`src/rtl/io_mmio_ctrl.sv`:
```
// Memory-mapped I/O controller on the CPU data bus: HEX/LEDR output registers,
// debounced KEY/SW inputs with sticky status, an interval timer and a level IRQ.

module io_mmio_debounce #(
    parameter int W        = 4,
    parameter int DEBOUNCE = 4
) (
    input  logic         clk,
    input  logic         reset,
    input  logic [W-1:0] raw,
    output logic [W-1:0] deb,
    output logic         change
);
    localparam int CW = $clog2(DEBOUNCE + 1);

    logic [W-1:0]  meta, sync, sync_d;
    logic [CW-1:0] cnt, cnt_nx;

    // NOTE: every variable assigned in always_comb gets a value on every path, so no latch is inferred.
    always_comb begin
        cnt_nx = (sync != sync_d) ? CW'(1) : cnt + CW'(1);
        change = (sync != deb) && (cnt_nx == CW'(DEBOUNCE));
    end

    // NOTE: sequential state uses non-blocking assignments so every flop samples pre-edge values.
    always_ff @(posedge clk or posedge reset) begin
        if (reset) begin
            meta   <= '0;
            sync   <= '0;
            sync_d <= '0;
            deb    <= '0;
            cnt    <= '0;
        end else begin
            meta   <= raw;
            sync   <= meta;
            sync_d <= sync;
            if (sync == deb) begin
                cnt <= '0;
            end else if (change) begin
                deb <= sync;
                cnt <= '0;
            end else begin
                cnt <= cnt_nx;
            end
        end
    end
endmodule

module io_mmio_ctrl #(
    parameter int               DBITS    = 32,
    parameter logic [DBITS-1:0] BASEADDR = 32'hFFFFF000,
    parameter int               HEXBITS  = 24,
    parameter logic [HEXBITS-1:0] HEXRESET = 24'hFEDEAD,
    parameter int               NLEDR    = 10,
    parameter int               NKEY     = 4,
    parameter int               NSW      = 10,
    parameter int               DEBOUNCE = 10000,
    parameter int               TICKCLKS = 10000
) (
    input  logic               clk,
    input  logic               reset,
    input  logic [DBITS-1:0]   addr,
    input  logic [DBITS-1:0]   wdata,
    input  logic               we,
    output logic [DBITS-1:0]   rdata,
    output logic               hit,
    output logic               irq,
    input  logic [NKEY-1:0]    key_n,
    input  logic [NSW-1:0]     sw,
    output logic [HEXBITS-1:0] hex_out,
    output logic [NLEDR-1:0]   ledr_out
);
    localparam logic [8:0] OFF_HEX   = 9'h000;
    localparam logic [8:0] OFF_LEDR  = 9'h020;
    localparam logic [8:0] OFF_KDATA = 9'h080;
    localparam logic [8:0] OFF_KCTRL = 9'h084;
    localparam logic [8:0] OFF_SDATA = 9'h090;
    localparam logic [8:0] OFF_SCTRL = 9'h094;
    localparam logic [8:0] OFF_TCNT  = 9'h100;
    localparam logic [8:0] OFF_TLIM  = 9'h104;
    localparam logic [8:0] OFF_TCTL  = 9'h108;
    localparam int PW = (TICKCLKS > 1) ? $clog2(TICKCLKS) : 1;

    typedef struct packed {
        logic ie;
        logic ovr;
        logic rdy;
    } ctrl_t;

    // CPU write applies first (0 clears, 1 keeps); a same-cycle event then wins over a clear.
    function automatic ctrl_t ctrl_update(input ctrl_t cur, input logic wr,
                                          input logic [DBITS-1:0] wd, input logic ev);
        ctrl_t nx;
        nx = cur;
        if (wr) begin
            nx.ie  = wd[8];
            nx.rdy = cur.rdy & wd[0];
            nx.ovr = cur.ovr & wd[2];
        end
        if (ev) begin
            nx.ovr = nx.ovr | nx.rdy;
            nx.rdy = 1'b1;
        end
        return nx;
    endfunction

    function automatic logic [DBITS-1:0] ctrl_word(input ctrl_t c);
        logic [DBITS-1:0] w;
        w    = '0;
        w[8] = c.ie;
        w[2] = c.ovr;
        w[0] = c.rdy;
        return w;
    endfunction

    logic [DBITS-1:0] off;
    logic             in_win;
    logic sel_hex, sel_ledr, sel_kctrl, sel_sctrl, sel_tcnt, sel_tlim, sel_tctl;

    logic [NKEY-1:0]  key_deb;
    logic [NSW-1:0]   sw_deb;
    logic             key_change, sw_change;
    ctrl_t            kctrl, sctrl, tctl;
    logic [DBITS-1:0] tcnt, tlim;
    logic [PW-1:0]    presc;
    logic             tick, wrap, wr_tcnt, wr_tlim;

    io_mmio_debounce #(.W(NKEY), .DEBOUNCE(DEBOUNCE)) u_key_deb (
        .clk(clk), .reset(reset), .raw(~key_n), .deb(key_deb), .change(key_change)
    );

    io_mmio_debounce #(.W(NSW), .DEBOUNCE(DEBOUNCE)) u_sw_deb (
        .clk(clk), .reset(reset), .raw(sw), .deb(sw_deb), .change(sw_change)
    );

    assign off    = addr - BASEADDR;
    assign in_win = (off[DBITS-1:9] == '0);

    always_comb begin
        rdata     = '0;
        hit       = 1'b0;
        sel_hex   = 1'b0;
        sel_ledr  = 1'b0;
        sel_kctrl = 1'b0;
        sel_sctrl = 1'b0;
        sel_tcnt  = 1'b0;
        sel_tlim  = 1'b0;
        sel_tctl  = 1'b0;
        if (in_win) begin
            case (off[8:0])
                OFF_HEX:   begin hit = 1'b1; sel_hex   = 1'b1; rdata = DBITS'(hex_out);  end
                OFF_LEDR:  begin hit = 1'b1; sel_ledr  = 1'b1; rdata = DBITS'(ledr_out); end
                OFF_KDATA: begin hit = 1'b1;                   rdata = DBITS'(key_deb);  end
                OFF_KCTRL: begin hit = 1'b1; sel_kctrl = 1'b1; rdata = ctrl_word(kctrl); end
                OFF_SDATA: begin hit = 1'b1;                   rdata = DBITS'(sw_deb);   end
                OFF_SCTRL: begin hit = 1'b1; sel_sctrl = 1'b1; rdata = ctrl_word(sctrl); end
                OFF_TCNT:  begin hit = 1'b1; sel_tcnt  = 1'b1; rdata = tcnt;             end
                OFF_TLIM:  begin hit = 1'b1; sel_tlim  = 1'b1; rdata = tlim;             end
                OFF_TCTL:  begin hit = 1'b1; sel_tctl  = 1'b1; rdata = ctrl_word(tctl);  end
                default:   ;
            endcase
        end
    end

    assign wr_tcnt = we & sel_tcnt;
    assign wr_tlim = we & sel_tlim;
    assign tick    = (tlim != '0) && (presc == PW'(TICKCLKS - 1));
    assign wrap    = tick && (tcnt >= tlim - DBITS'(1));

    always_ff @(posedge clk or posedge reset) begin
        if (reset) begin
            hex_out  <= HEXRESET;
            ledr_out <= '0;
            kctrl    <= '0;
            sctrl    <= '0;
            tctl     <= '0;
            tcnt     <= '0;
            tlim     <= '0;
            presc    <= '0;
            irq      <= 1'b0;
        end else begin
            if (we && sel_hex)  hex_out  <= wdata[HEXBITS-1:0];
            if (we && sel_ledr) ledr_out <= wdata[NLEDR-1:0];
            if (wr_tlim)        tlim     <= wdata;

            // A stopped timer and any TLIM/TCNT write both restart the prescaler.
            if (wr_tcnt || wr_tlim || tlim == '0 || tick) presc <= '0;
            else                                          presc <= presc + PW'(1);

            if (wr_tcnt)   tcnt <= wdata;
            else if (tick) tcnt <= wrap ? '0 : tcnt + DBITS'(1);

            kctrl <= ctrl_update(kctrl, we & sel_kctrl, wdata, key_change);
            sctrl <= ctrl_update(sctrl, we & sel_sctrl, wdata, sw_change);
            tctl  <= ctrl_update(tctl,  we & sel_tctl,  wdata, wrap & ~wr_tcnt);

            irq <= |{kctrl.rdy & kctrl.ie, sctrl.rdy & sctrl.ie, tctl.rdy & tctl.ie};
        end
    end
endmodule

```
`config.mk`:
```
export PLATFORM = sky130hd
export DESIGN_NAME = io_mmio_ctrl
export DESIGN_NICKNAME = d
export VERILOG_FILES = /design/src/rtl/io_mmio_ctrl.sv
export SDC_FILE = /design/constraint.sdc
export NUM_CORES = 1
export LEC_CHECK = 0
export BUFFER_PORTS_ARGS = -buffer_cell sky130_fd_sc_hd__clkbuf_2
export CAP_MARGIN = 20
export CORE_MARGIN = 4
export CORE_UTILIZATION = 43
export CTS_BUF_LIST = sky130_fd_sc_hd__clkbuf_16
export CTS_CLUSTER_DIAMETER = 50
export DETAILED_ROUTE_END_ITERATION = 12
export SETUP_SLACK_MARGIN = 0.4
export SYNTH_ARGS = -nofsm -noshare
export SYNTH_HDL_FRONTEND = slang
export SYNTH_HIERARCHICAL = 1
export SYNTH_SLANG_ARGS = --single-unit
export TNS_END_PERCENT = 1
```
`constraint.sdc`:
```
create_clock -name clk -period 6.2 [get_ports clk]
set_input_delay 0.31 -clock clk [delete_from_list [all_inputs] [get_ports clk]]
set_output_delay 0.31 -clock clk [all_outputs]
set_load 0.01 [all_outputs]
```
==> summary.md <==
| Metric | Value |
|---|---|
| WP data required | 6660 ps |
| # rows | 60 |
| Crit-path cells | nor3_1 > nor3b_1 > buf_4 > nand4_1 > or2_1 > nor3_1 > nand2b_1 > nor4_1 > xnor2_1 > ha_1 > a21o_1 > a21o_1 > a2111oi_0 > nand3_1 > or2_1 > or4_1 > a31oi_1 |
| Core ar. | 0.0271 sq mm |
| First-pass GRT wire length | 52.2 mm |
| Highest metal used | met4 |
| Pint | 2.43 mW |
| Clk slew on worst S/H paths | 60 ps |
| Layout Skew | 13.6 ps |
| CTS tree | done |
| RSZ-0062 raised after global routing | no |
| Post-CTS sizing | 0 |
| Synth top area share | 39.5% |
| Post-synth EDFFs | 0 |
| Cell Area, Synth | 0.0119 sq mm |
| Met3 WL | 1.53 mm |
| Leakage | 6.06 nW |
| Hold EP | tlim[30] |
| R2R cell count | 17 |
| Synth Flop Type | dfrtp_1 |
| Final hold vios | 0 |
| Die Area | 0.0304 sq mm |
| Sw Pwr | 0.750 mW |
| CP endpoint kind | flip-flop |
| CP bufs+invs | 1 |
| Hold Startpoint | wdata[30] |
| Syn Nets | 1,276 |
| Worst path slowest cell | or4_1 |
| #FFs+latches synth | 206 |
| Post-synth cell types | 82 |
| Worst r2r src | tlim[2] |
| Metal2 WL | 15.2 mm |
| Initial DRC count | 674 |
| Most common cell in the netlist | dfrtp_1 |
| Area leader, netlist | dfrtp_1 |
| Reg2Reg Setup Slack | 1270 ps |
| Initial antenna violation count | 0 |
| Largest net degree at the start of global routing | 70 |
| Post-CTS Setup Repair Bufs | 0 |
| Maximum vdd ir drop | 0.217 mV |
| GRT Total Usage | 20.7% |
| Setup_tns | 0 ps |
| Hold WC Path Type | in2reg |
| Routed wire length | 31.7 mm |
| Final RePlAce weighted congestion | 0.886 |
| Fin crit share | 79.5% |
| Syn avg cell area | 10.3 sq um |
| Grt ovf | 0 |
| Fmax achieved | 0.203 GHz |
| Slew margin rel. | 31.8% |
| Synth area leaders | dfrtp_1 (40%), mux2_2 (5.4%), nor2_1 (4.6%), xnor2_1 (4.4%), ha_1 (4.0%) |
| H-tree Lvls | 1 |
| Total number of vias | 9,595 |
| CTS buffer count | 28 |
| Status | completed |
| Vias in the first global route | 9,653 |
| # hold bufs at CTS | 19 |
| Total Power | 3.18 mW |
| Reg2reg end | tcnt[23] |
| Crit-path leading delay family | simple AND/OR/NAND/NOR gates |
| Net switching fraction of the power | 23.6% |
| Commonest cells post-synth | dfrtp_1 (188), nor2_1 (146), xnor2_1 (60), mux2_2 (57), nand2_1 (49) |
| Startpoint Class | flip-flop |
| Pins over their slew limit | 0 |
| Routed Antenna Nets | 0 |
| Pwr dens | 224 mW/mm^2 |
| Number of max-cap violations | 0 |
| Hold path depth | 2 |
| Wire per inst | 18.4 microns |
| Initial core utilization | 43.9% |
| Async set-reset flop share out of synthesis | 100% |
| WL met1 | 14.3 mm |
| CTS Root Cell | clkbuf_16 |
| Clk_lat worst skew | 540 ps |
| Finished Core Util | 52.4% |
| CP arrival | 5390 ps |
| Seq/Total Area, Yosys | 43.5% |
| Endpoints failing setup | 0 |
| Worst path max stage delay | 590 ps |
| Routed vias/inst | 5.58 |
| Yosys Warn Count | 6 |
| Slew @ Worst Pin | 1010 ps |
| Clk pwr share | 53.0% |
| Clk sinks | 206 |
| Crit path from | tlim[2] |
| Crit Path Category | reg2reg |
| Ant. Diodes | 0 |
| Share of cells above drive strength 1 | 26.4% |
| Minimum clock period | 4930 ps |
| Flop pwr share | 43.2% |
| CP max FO | 12 |
| Area delta synth->final | 19.2% |
| Die H | 174 microns |
| First-pass DRT Iterations | 6 |
| Cell count after synthesis | 1,157 |
| PortBufs | 148 |
| # IOs | 149 |
| DRC Markers | 0 |
| Comb pwr share | 3.9% |
| Total Nets Final | 1,443 |
| CTS max path bufs | 3 |
| Dpl hpwl | 22.8 mm |
| Die width | 174 microns |
==> area by class of cell <==
class | instances | area [sq um]
clock buffers | 28 | 701
clock inverters | 24 | 289
fillers | 2442 | 12900
inverters | 25 | 96.3
multi-input cells | 879 | 6400
flip-flops and latches | 206 | 5180
well taps | 372 | 465
repair buffers | 184 | 1070
==> cells by family after synthesis <==
kind of cell | count (synthesis) | share of synthesized area, %
xor gates and xnor gates | 101 | 7.49
adders and majority gates | 38 | 3.99
muxes | 89 | 9.34
buffers and inverters | 72 | 2.87
and+or+nand+nor | 452 | 21.2
AOI/OAI and AO/OA | 199 | 11.6
DFF | 206 | 43.5
==> worst max path at each step <==
stage                     to  slack (ps)  cells after the start
floorplan           tcnt[23]        1770                     16
global route        tcnt[23]         780                     17
finish              tcnt[23]        1270                     17
global placement    tcnt[23]        1340                     17
CTS                 tcnt[23]        1240                     17
detailed placement  tcnt[23]        1290                     17
==> stage by stage <==
| stage | hold slack (ps) | cells | cell area (sq um) | setup WS (ps) |
|---|---|---|---|---|
| final | 43.3 | 1718 | 14200 | 1270 |
| after global routing | 27.5 | 1718 | 14200 | 780 |
| after CTS | 11.5 | 1718 | 14200 | 1240 |
| after detailed placement | 335 | 1647 | 13000 | 1290 |
| after global placement | 332 | 1646 | 13000 | 1340 |
| after floorplan | 331 | 1157 | 11900 | 1770 |
==> power groups by stage <==
stage          logic, mW  clock network, mW  registers, mW
2_1_floorplan     0.0550                  0           1.39
3_3_place_gp       0.112                  0           1.40
3_5_place_dp       0.115                  0           1.40
4_1_cts            0.125               1.71           1.37
5_1_grt            0.139               1.78           1.37
6_report           0.122               1.68           1.37
==> cell usage in the layout (no fill, tap or decap), drive strengths merged, types with 11 or more instances in the layout <==
cell type	count
clkinv	11
a31oi	42
dlygate4sd3	19
buf	17
dfstp	18
a222oi	23
inv	34
nor4	28
and3	22
nand4	33
dfrtp	188
or3	16
nand2b	16
ha	38
xor2	41
clkbuf	176
nand2	50
nand3b	15
nor3	32
nor2	147
xnor2	60
nand3	44
a21oi	23
mux2	87
a22oi	16
o21ai	44
==> flip-flops by register name, summed over array words and instances, names as in the netlist, 4 cells and up <==
| signal | count |
|---|---|
| tcnt | 32 |
| tlim | 32 |
| hex_out | 24 |
| presc | 14 |
| u_key_deb/cnt | 14 |
| u_sw_deb/cnt | 14 |
| ledr_out | 10 |
| u_sw_deb/deb | 10 |
| u_sw_deb/meta | 10 |
| u_sw_deb/sync | 10 |
| u_sw_deb/sync_d | 10 |
| u_key_deb/deb | 4 |
| u_key_deb/meta | 4 |
| u_key_deb/sync | 4 |
| u_key_deb/sync_d | 4 |
==> layer usage <==
layer / track usage [%] / up-vias
li1: - / 4636
met1: 28.2 / 4660
met5: 0 / -
met4: 5.01 / 0
met2: 34.8 / 256
met3: 2.96 / 43
(Power assumes the default switching activity.)
